File: config.mk
export PLATFORM = sky130hd
export DESIGN_NAME = temp_pwm_decoder
export DESIGN_NICKNAME = d
export VERILOG_FILES = /design/src/rtl/temp_pwm_decoder.sv
export SDC_FILE = /design/constraint.sdc
export NUM_CORES = 1
export LEC_CHECK = 0
export CAP_MARGIN = 25
export CELL_PAD_IN_SITES_DETAIL_PLACEMENT = 1
export CELL_PAD_IN_SITES_GLOBAL_PLACEMENT = 1
export CORE_MARGIN = 2
export CORE_UTILIZATION = 40
export DETAILED_ROUTE_END_ITERATION = 7
export MAX_ROUTING_LAYER = met4
export PLACE_DENSITY = 0.85
export RECOVER_POWER = 100
export SYNTH_ARGS = -nofsm -noshare
export SYNTH_HDL_FRONTEND = slang
export SYNTH_SLANG_ARGS = --single-unit
File: constraint.sdc
create_clock -name clk -period 2.25 [get_ports clk]
set_input_delay 0.45 -clock clk [delete_from_list [all_inputs] [get_ports clk]]
set_output_delay 0.45 -clock clk [all_outputs]
set_load 0.02 [all_outputs]
File: src/rtl/temp_pwm_decoder.sv
// temp_pwm_decoder
// Measures the PTAT (pwm low) and CTAT (pwm high) phase lengths of the
// temperature-sensor sequencer's PWM output, in clk cycles. Each result sums
// 2^AVG_LOG2 PTAT/CTAT pairs and publishes both sums plus their signed
// difference as a raw temperature code. A phase that runs to TIMEOUT cycles
// raises a sticky error flag.

module temp_pwm_decoder #(
  parameter int W        = 16,
  parameter int AVG_LOG2 = 2,
  parameter int TIMEOUT  = 60000
) (
  input  logic                       clk,
  input  logic                       reset_n,
  input  logic                       enable,
  input  logic                       pwm_in,
  output logic [W+AVG_LOG2-1:0]      ptat_sum,
  output logic [W+AVG_LOG2-1:0]      ctat_sum,
  output logic signed [W+AVG_LOG2:0] temp_diff,
  output logic                       valid,
  output logic                       busy,
  output logic                       err
);

  localparam int AW = W + AVG_LOG2;
  // The pair counter needs at least one bit, even when a single pair is averaged.
  localparam int PW = (AVG_LOG2 > 0) ? AVG_LOG2 : 1;
  localparam logic [PW-1:0] LAST_PAIR   = PW'((1 << AVG_LOG2) - 1);
  localparam logic [W-1:0]  CNT_MAX     = '1;
  localparam logic [W-1:0]  TIMEOUT_CNT = W'(TIMEOUT);

  localparam logic [2:0] IDLE      = 3'd0;
  localparam logic [2:0] MEAS_PTAT = 3'd1;
  localparam logic [2:0] MEAS_CTAT = 3'd2;
  localparam logic [2:0] PUBLISH   = 3'd3;
  localparam logic [2:0] ERR       = 3'd4;

  logic [2:0]    state;
  logic          p_q;
  logic          p_qq;
  logic [W-1:0]  cnt;
  logic [PW-1:0] pairs;
  logic [AW-1:0] ptat_acc;
  logic [AW-1:0] ctat_acc;

  logic pwm_edge;
  logic pwm_fall;
  logic pwm_rise;

  assign pwm_edge = p_q != p_qq;
  assign pwm_fall = pwm_edge & ~p_q;
  assign pwm_rise = pwm_edge & p_q;
  assign busy     = state != IDLE;

  // Delay pwm_in for edge detection and count cycles since the last edge.
  // The counter restarts at 1 on an edge so that on the next edge it holds
  // exactly the number of cycles the previous level lasted.
  always_ff @(posedge clk) begin
    // NOTE: clocked state uses non-blocking assignments so every register
    // samples pre-edge values regardless of statement order.
    if (!reset_n) begin
      p_q  <= 1'b0;
      p_qq <= 1'b0;
      cnt  <= '0;
    end else begin
      p_q  <= pwm_in;
      p_qq <= p_q;
      if (pwm_edge) begin
        cnt <= W'(1);
      end else if (cnt != CNT_MAX) begin
        cnt <= cnt + 1'b1;
      end
    end
  end

  // Measurement FSM: accumulate phase lengths, publish a result every
  // 2^AVG_LOG2 pairs, and drop to IDLE on timeout or when disabled.
  always_ff @(posedge clk) begin
    if (!reset_n) begin
      state     <= IDLE;
      pairs     <= '0;
      ptat_acc  <= '0;
      ctat_acc  <= '0;
      ptat_sum  <= '0;
      ctat_sum  <= '0;
      temp_diff <= '0;
      valid     <= 1'b0;
      err       <= 1'b0;
    end else begin
      valid <= 1'b0;
      if (!enable) begin
        // Disabling discards any partial result; the error flag clears once
        // the block has settled in IDLE with enable still low.
        state    <= IDLE;
        pairs    <= '0;
        ptat_acc <= '0;
        ctat_acc <= '0;
        if (state == IDLE) begin
          err <= 1'b0;
        end
      end else begin
        case (state)
          IDLE: begin
            // Only a falling edge starts a measurement, so any partial phase
            // in progress when enable rose is ignored.
            if (pwm_fall) begin
              state <= MEAS_PTAT;
            end
          end

          MEAS_PTAT: begin
            // An edge wins over a timeout in the same cycle.
            if (pwm_rise) begin
              ptat_acc <= ptat_acc + AW'(cnt);
              state    <= MEAS_CTAT;
            end else if (cnt >= TIMEOUT_CNT) begin
              state <= ERR;
            end
          end

          MEAS_CTAT: begin
            // The fall that closes a CTAT phase also opens the next PTAT
            // phase, so no cycles are lost between pairs.
            if (pwm_fall) begin
              ctat_acc <= ctat_acc + AW'(cnt);
              pairs    <= pairs + 1'b1;
              state    <= (pairs == LAST_PAIR) ? PUBLISH : MEAS_PTAT;
            end else if (cnt >= TIMEOUT_CNT) begin
              state <= ERR;
            end
          end

          PUBLISH: begin
            ptat_sum  <= ptat_acc;
            ctat_sum  <= ctat_acc;
            temp_diff <= $signed({1'b0, ptat_acc}) - $signed({1'b0, ctat_acc});
            valid     <= 1'b1;
            ctat_acc  <= '0;
            pairs     <= '0;
            // The counter keeps running here; a rise that lands in this
            // cycle closes the new PTAT phase immediately.
            if (pwm_rise) begin
              ptat_acc <= AW'(cnt);
              state    <= MEAS_CTAT;
            end else begin
              ptat_acc <= '0;
              state    <= MEAS_PTAT;
            end
          end

          ERR: begin
            // Published results are left untouched; only the partial
            // accumulation is dropped.
            err      <= 1'b1;
            pairs    <= '0;
            ptat_acc <= '0;
            ctat_acc <= '0;
            state    <= IDLE;
          end

          default: begin
            state <= IDLE;
          end
        endcase
      end
    end
  end

endmodule

==> impl_metrics.json, run 1 <==
{
  "status": "did not finish",
  "haltStage": "global routing (5_1_grt)",
  "error": "[ERROR GRT-0232] Routing congestion too high. Check the congestion heatmap in the GUI.",
  "async_reset_ff_frac": 0,
  "cts_max_path_buffers": 2,
  "io_buffers": 61,
  "grt_use_total": 0.7515,
  "synth_cells": 867,
  "synthFlopType": "dfxtp_1",
  "synth_area_leaders": "dfxtp_1, ha_1, nand2_1, a21boi_0, a21oi_1",
  "synth-edff-count": 0,
  "synth.top_cell.area_share": 0.3316,
  "ioPinCount": 62,
  "cts_hold_buf": 0,
  "avgSynthCellArea_um2": 8.077,
  "hpwl_um": 19710,
  "yosys_warnings": 0,
  "crit_endpoint": "temp_diff[13]$_SDFFE_PN0P_/D",
  "worstEpCategory": "sequential cell input",
  "cts-buffers-inserted": 17,
  "htree_levels": 4,
  "synth.distinct_cells": 73,
  "synth.yosys.seq_area_share": 0.3316,
  "die_h_um": 136.3,
  "fp.dieW_um": 136.3,
  "rows": 48,
  "clock-sinks": 116,
  "grt_max_degree": 43,
  "yosys.area.top_type": "dfxtp_1",
  "synth.cell_area_mm2": 0.007003,
  "antenna_found_initial": 11,
  "cts_root_buffer": "clkbuf_16",
  "grt_overflow": 9,
  "synth_seq_cells": 116,
  "routabilityCongestion": 0.9801,
  "initial_core_util": 0.4077,
  "synth_nets": 929
}
cells by family after synthesis:
group,synth area share
and+or+nand+nor,0.2055
AOI/OAI and AO/OA,0.2503
adders and majority gates,0.1068
xor gates and xnor gates,0.05503
DFF,0.3316
muxes,0.007325
buffers and inverters,0.04342
metrics by stage:
stage	TNS (ns)	std cells	setup WS (ns)	hold slack [ns]	area, um2
CTS	-0.3075	1281	-0.08728	0.4674	9778
detailed placement	-2.084	1231	-0.1915	0.4588	8638
global placement	-0.3861	1231	-0.08651	0.4480	8638
floorplan	0	867	0.008709	0.4463	7007
cells in the mapped netlist (3+ instances only):
| cell type | count |
|---|---|
| dfxtp_1 | 116 |
| a21oi_1 | 60 |
| nor2_1 | 57 |
| nand2b_1 | 7 |
| or3_1 | 5 |
| ha_1 | 55 |
| and3_1 | 7 |
| nor2b_1 | 9 |
| a31oi_1 | 9 |
| a22oi_1 | 5 |
| a21boi_0 | 40 |
| a221oi_1 | 6 |
| nor3_1 | 12 |
| o22ai_1 | 4 |
| o21a_1 | 7 |
| fa_1 | 3 |
| o211ai_1 | 5 |
| xor2_1 | 25 |
| a21o_1 | 24 |
| mux2i_1 | 4 |
| nand4_1 | 14 |
| a22o_1 | 5 |
| a211o_1 | 4 |
| o21ai_0 | 55 |
| clkbuf_1 | 30 |
| nand2_1 | 136 |
| a211oi_1 | 9 |
| and2_1 | 11 |
| o21bai_1 | 3 |
| nand3_1 | 20 |
| xnor2_1 | 19 |
| nor3b_1 | 5 |
| nor4_1 | 3 |
| inv_1 | 35 |
| buf_2 | 6 |
what timing repair did:
action | CTS
gates resized for setup | 90
endpoints found under the hold margin | 0
pin swaps | 36
setup buffers | 19
setup endpoints to repair | 34
layer usage:
metal	GRT overflow	track usage
met2	3	0.8783
met4	5	0.6921
met3	0	0.6417
met1	1	0.7384
met5	-	-
==> inputs of run 2 (changes only) <==
- CELL_PAD_IN_SITES_DETAIL_PLACEMENT: 1 -> not set
- CELL_PAD_IN_SITES_GLOBAL_PLACEMENT: 1 -> not set
- CORE_UTILIZATION: 40 -> 27
- MAX_ROUTING_LAYER: met4 -> not set
- PLACE_DENSITY: 0.85 -> not set
- PLACE_DENSITY_LB_ADDON: not set -> 0.15
- clock period: 2.25 -> 2.9 ns (I/O delays scaled with it)
==> impl_metrics.json, run 2 <==
{
  "status": "finished clean",
  "synth-edff-count": 0,
  "grt_pass1_wl_um": 36110,
  "fp.dieW_um": 165.1,
  "finalWirelength_um": 22940,
  "slowest_stage": "or4b_1",
  "crit_chain": "inv_1 > ha_1 > a21o_1 > o2bb2ai_1 > a311oi_1 > clkbuf_1 > a31oi_1 > a31oi_1 > or4b_1 > nand4_1",
  "layout-drive-gt1-share": 0.07450,
  "cts-buffers-inserted": 17,
  "synthFlopType": "dfxtp_1",
  "synth.yosys.seq_area_share": 0.3316,
  "clkTransAtPathRegs_ns": 0.06,
  "clkLatencyLatePin_ns": 0.42,
  "final_common_cell": "nand2_1",
  "critPathLaunchType": "flop",
  "startpoint": "ctat_acc[6]$_SDFFE_PN0P_",
  "antenna_found_initial": 0,
  "cts_root_buffer": "clkbuf_16",
  "max_freq_ghz": 0.3787,
  "fin_util": 0.3429,
  "path_max_fanout": 6,
  "crit_family": "compound AO/OA/AOI/OAI gates",
  "grt_use_total": 0.1763,
  "core_area_mm2": 0.02533,
  "yosys_warnings": 0,
  "maxCapViolations": 0,
  "async_reset_ff_frac": 0,
  "synth.distinct_cells": 73,
  "hpwl_um": 17300,
  "largest-register": "temp_diff",
  "leakagePower_nw": 3.553,
  "initial_core_util": 0.2765,
  "syn_to_final_growth_pct": 24.01,
  "drc": 0,
  "synth_nets": 929,
  "reg2reg_from": "ctat_acc[6]$_SDFFE_PN0P_",
  "synth_area_leaders": "dfxtp_1, ha_1, nand2_1, a21boi_0, a21oi_1",
  "ir_drop_mv": 0.3927,
  "first_iter_violations": 456,
  "io_buffers": 61,
  "layout_common_cells": "nand2_1, dfxtp_1, a21oi_1, dlygate4sd3_1, nor2_1",
  "crit_top_cell": "a31oi_1",
  "timing.final.crit_share": 0.9106,
  "cp_data_required_time_ns": 3.25,
  "post_cts_buffers": 0,
  "routabilityCongestion": 0.9122,
  "htree_levels": 4,
  "largest_register_ffs": 19,
  "ioPinCount": 62,
  "crit_type": "reg2reg",
  "vias": 6429,
  "slew_headroom": 0.2238,
  "cts_max_path_buffers": 2,
  "period_needed_ns": 2.641,
  "hold_path_depth": 2,
  "antenna_cells": 0,
  "slew_violations": 0,
  "hold_path_class": "reg2reg",
  "rows": 58,
  "synth_commonest_cells": "nand2_1, dfxtp_1, a21oi_1, nor2_1",
  "synth.cell_area_mm2": 0.007003,
  "worstRegToRegCells": 10,
  "setup_violations": 0,
  "tightest_slew_ns": 1.164,
  "clock-sinks": 116,
  "fin_setup_tns_ns": 0,
  "end_kind": "flop",
  "avgRoutedWirePerCell_um": 17.88,
  "yosysMostFrequentCell": "nand2_1",
  "hold_viol": 0,
  "critical_path.max_stage_delay_ns": 0.52,
  "synth.top_cell.area_share": 0.3316,
  "r2r_slack_ns": 0.26,
  "yosys.area.top_type": "dfxtp_1",
  "synth_seq_cells": 116,
  "die_area_mm2": 0.02724,
  "power_per_cell_area_mw_per_mm2": 450.6,
  "avgSynthCellArea_um2": 8.077,
  "fin_worst_skew_ns": 0.01144,
  "critPathArrivalTime_ns": 2.99,
  "grt_overflow": 0,
  "antenna_left": 0,
  "r2r-end": "temp_diff[17]$_SDFFE_PN0P_",
  "synth_cells": 867,
  "die_h_um": 165.1,
  "crit_end": "temp_diff[17]$_SDFFE_PN0P_",
  "grt_max_degree": 39,
  "nets": 1002,
  "viasPerCell": 5.011,
  "rsz0062_at_grt": "false",
  "cp.depth": 10,
  "first_pass_iters": 5,
  "cts_tree": "done",
  "path_buf_inv": 2,
  "grt_pass1_vias": 6138
}
==> run 2: routing by layer <==
metal	GRT usage	wire [um]	share of wire
met2	0.2777	10320	0.45
met5	0	0	0
met3	0.03022	756	0.033
met4	0.03715	214	0.0093
met1	0.2521	11650	0.51
==> run 2: logic make-up (layout without fill, tap and decap cells) <==
group                      count (synthesis)  count (layout)  share of synthesized area
buffers and inverters                     75             161                    0.04342
xor gates and xnor gates                  44              44                    0.05503
muxes                                      5               5                   0.007325
AOI/OAI and AO/OA                        264             264                     0.2503
adders and majority gates                 58              58                     0.1068
DFF                                      116             116                     0.3316
and+or+nand+nor                          305             305                     0.2055
==> run 2: worst min-delay path by stage <==
stage                              startpoint                   endpoint  slack, ns
finish               ctat_sum[0]$_SDFFE_PN0P_   ctat_sum[0]$_SDFFE_PN0P_       0.46
global route         ctat_sum[0]$_SDFFE_PN0P_   ctat_sum[0]$_SDFFE_PN0P_       0.48
CTS                  ctat_sum[0]$_SDFFE_PN0P_   ctat_sum[0]$_SDFFE_PN0P_       0.47
detailed placement   ctat_sum[0]$_SDFFE_PN0P_   ctat_sum[0]$_SDFFE_PN0P_       0.46
global placement    ctat_sum[12]$_SDFFE_PN0P_  ctat_sum[12]$_SDFFE_PN0P_       0.45
floorplan               pairs[1]$_SDFFE_PN0P_      pairs[1]$_SDFFE_PN0P_       0.45
==> run 2: per-stage QoR <==
| stage | setup WS, ns | hold WS [ns] | power [mW] | instance area [um2] | cells |
|---|---|---|---|---|---|
| 3_5_place_dp | 0.2884 | 0.4580 | 1.759 | 8128 | 1251 |
| 2_1_floorplan | 0.6153 | 0.4463 | 1.714 | 7003 | 867 |
| 3_3_place_gp | 0.3057 | 0.4524 | 1.760 | 8128 | 1251 |
| 6_report | 0.2593 | 0.4597 | 3.914 | 8685 | 1283 |
| 4_1_cts | 0.2612 | 0.4660 | 3.970 | 8735 | 1283 |
| 5_1_grt | 0.05007 | 0.4839 | 4.055 | 8685 | 1283 |
==> run 2: area by class of cell <==
type / count / area, um2
clock buffers: 18 / 429.2
clock inverters: 14 / 177.7
fillers: 2675 / 16640
inverters: 35 / 131.4
multi-input cells: 676 / 4359
flip-flops and latches: 116 / 2322
well taps: 330 / 412.9
repair buffers: 94 / 852.1
==> run 2: what timing repair did <==
item / in CTS / in global routing
setup endpoints to repair: 0 / 1
hold buffers: 0 / 0
resized for setup: 0 / 1
==> run 2: where the power goes <==
group | total [mW] | switching [mW] | internal (mW)
combinational | 0.111 | 0.0699 | 0.0408
clock | 2.19 | 0.834 | 1.36
sequential | 1.61 | 0.00970 | 1.60
total | 3.91 | 0.913 | 3.00
==> run 2: tightest hold or removal path, delay by kind of cell, from the launching register on <==
family           cells  cell delay [ns]
AO/OA/AOI/OAI        1             0.06
flip-flops           1             0.30
AND/OR/NAND/NOR      1             0.04
Power figures use the tool's default switching activity.
==> inputs of run 3 (changes only) <==
- CORE_UTILIZATION: 27 -> 60
- CTS_BUF_LIST: not set -> sky130_fd_sc_hd__clkbuf_4 sky130_fd_sc_hd__clkbuf_8
==> impl_metrics.json, run 3 (synthesis gave the netlist of run 2 again) <==
{
  "status": "finished clean",
  "tightest_slew_ns": 1.014,
  "routabilityCongestion": 0.9300,
  "crit_family": "compound AO/OA/AOI/OAI gates",
  "period_needed_ns": 2.644,
  "place_ws_ns": 0.3286,
  "layout-drive-gt1-share": 0.05668,
  "grt_pass1_vias": 6184,
  "hold_viol": 0,
  "fin_setup_tns_ns": 0,
  "crit_type": "reg2reg",
  "rows": 39,
  "largest-register": "temp_diff",
  "htree_levels": 4,
  "max_freq_ghz": 0.3782,
  "critical_path.max_stage_delay_ns": 0.46,
  "largest_register_ffs": 19,
  "cp_data_required_time_ns": 3.30,
  "cts_tree": "done",
  "fillers": 911,
  "fin_ws_ns": 0.2560,
  "maxCapViolations": 0,
  "post_cts_buffers": 0,
  "cts-buffers-inserted": 17,
  "antenna_cells": 0,
  "viasPerCell": 6.154,
  "nets": 984,
  "antenna_found_initial": 0,
  "placed_area_mm2": 0.007732,
  "power.clock.fraction": 0.486,
  "cts_root_buffer": "clkbuf_8",
  "cts_resized": 0,
  "hpwl_um": 15080,
  "ir_drop_mv": 0.4742,
  "die_area_mm2": 0.01255,
  "grt_overflow": 0,
  "first_pass_iters": 7,
  "slew_violations": 0,
  "first_iter_violations": 500,
  "cts_max_path_buffers": 2,
  "power_per_cell_area_mw_per_mm2": 409.4,
  "syn_to_final_growth_pct": 15.92,
  "ioPinCount": 62,
  "drc": 0,
  "initial_core_util": 0.6133,
  "timing.final.crit_share": 0.9117,
  "core_area_mm2": 0.01142,
  "path_buf_inv": 1,
  "swShare": 0.2324,
  "avgRoutedWirePerCell_um": 18.29,
  "final_common_cell": "nand2_1",
  "hold_path_class": "reg2reg",
  "grt_use_total": 0.3227,
  "internal_power_mw": 2.551,
  "fp.dieW_um": 112.0,
  "fin_area_mm2": 0.008118,
  "vias": 6634,
  "finalWirelength_um": 19720,
  "path_max_fanout": 7,
  "power.share.combinational": 0.030,
  "p_sw_uw": 772.4,
  "crit_chain": "ha_1 > inv_1 > fa_1 > nor2b_1 > o31a_1 > o21ai_0 > a31oi_1 > o211ai_1 > nor4_1 > a211o_1",
  "layout_common_cells": "nand2_1, dfxtp_1, a21oi_1, dlygate4sd3_1, nor2_1",
  "slowest_stage": "dfxtp_1",
  "clkTransAtPathRegs_ns": 0.07,
  "grt_max_degree": 66,
  "end_kind": "flop",
  "rsz0062_at_grt": "false",
  "io_buffers": 61,
  "fin_worst_skew_ns": 0.01358,
  "die_h_um": 112.0,
  "critPathArrivalTime_ns": 3.04,
  "antenna_left": 0,
  "cts_hold_buf": 0,
  "seq_power_share": 0.484,
  "leakagePower_nw": 3.381,
  "clock-sinks": 116,
  "setup_violations": 0,
  "critPathLaunchType": "flop",
  "slew_headroom": 0.3238,
  "grt_pass1_wl_um": 31990,
  "clkLatencyLatePin_ns": 0.45
}
## run 3: cell count changes in the layout (fill, tap and decap cells not counted), moves of 2 or more
cell	delta
buf_4	-16
buf_12	-2
and2_0	+4
and2_1	-4
clkbuf_16	-17
clkbuf_1	-2
clkbuf_8	+20
clkinv_2	+2
inv_6	-3
## run 3: area by class of cell
type / count / area [um2] / area share
Inverter: 35 / 131.4 / 0.01618
Tap cell: 143 / 178.9 / 0.02204
Clock buffer: 20 / 275.3 / 0.03391
Timing Repair Buffer: 76 / 693.2 / 0.08539
Multi-Input combinational cell: 676 / 4363 / 0.5375
Clock inverter: 12 / 153.9 / 0.01896
Sequential cell: 116 / 2322 / 0.2861
## run 3: final timing paths
kind / end / depth (start not counted) / startpoint / slack [ns]
max reg2reg: ptat_acc[14]$_SDFFE_PN0P_ / 10 / cnt[0]$_SDFFE_PN0P_ / 0.26
min: ptat_sum[5]$_SDFFE_PN0P_ / 2 / ptat_sum[5]$_SDFFE_PN0P_ / 0.46
max: ptat_acc[14]$_SDFFE_PN0P_ / 10 / cnt[0]$_SDFFE_PN0P_ / 0.26
min reg2reg: ptat_sum[5]$_SDFFE_PN0P_ / 2 / ptat_sum[5]$_SDFFE_PN0P_ / 0.46
## run 3: power by group through the flow
stage | clock network [mW] | logic [mW] | registers [mW]
after floorplan | 0 | 0.0738 | 1.64
after global placement | 0 | 0.0984 | 1.64
after detailed placement | 0 | 0.0997 | 1.64
after CTS | 1.64 | 0.100 | 1.61
after global routing | 1.71 | 0.111 | 1.61
final | 1.61 | 0.101 | 1.61
## run 3: routing by layer
layer | up-vias | GRT usage | routed length [um]
met4 | 0 | 0.1488 | 920
met1 | 3051 | 0.4269 | 8244
li1 | 3209 | - | -
met2 | 312 | 0.4998 | 8861
met3 | 62 | 0.08045 | 1694
met5 | - | 0 | 0
## run 3: stage by stage
step / hold slack (ns) / utilization / power [mW] / instances
detailed placement: 0.4589 / 0.6772 / 1.744 / 1046
finish: 0.4649 / 0.7109 / 3.324 / 1078
global route: 0.4821 / 0.7109 / 3.429 / 1078
floorplan: 0.4463 / - / 1.714 / 867
global placement: 0.4497 / 0.6772 / 1.742 / 1046
CTS: 0.4243 / 0.7148 / 3.351 / 1078
## run 3: tightest hold or removal path, cell delays in order, from the launching register on
cell	delay, ns
dfxtp_1	0.31
nand2_1	0.05
a21boi_0	0.06
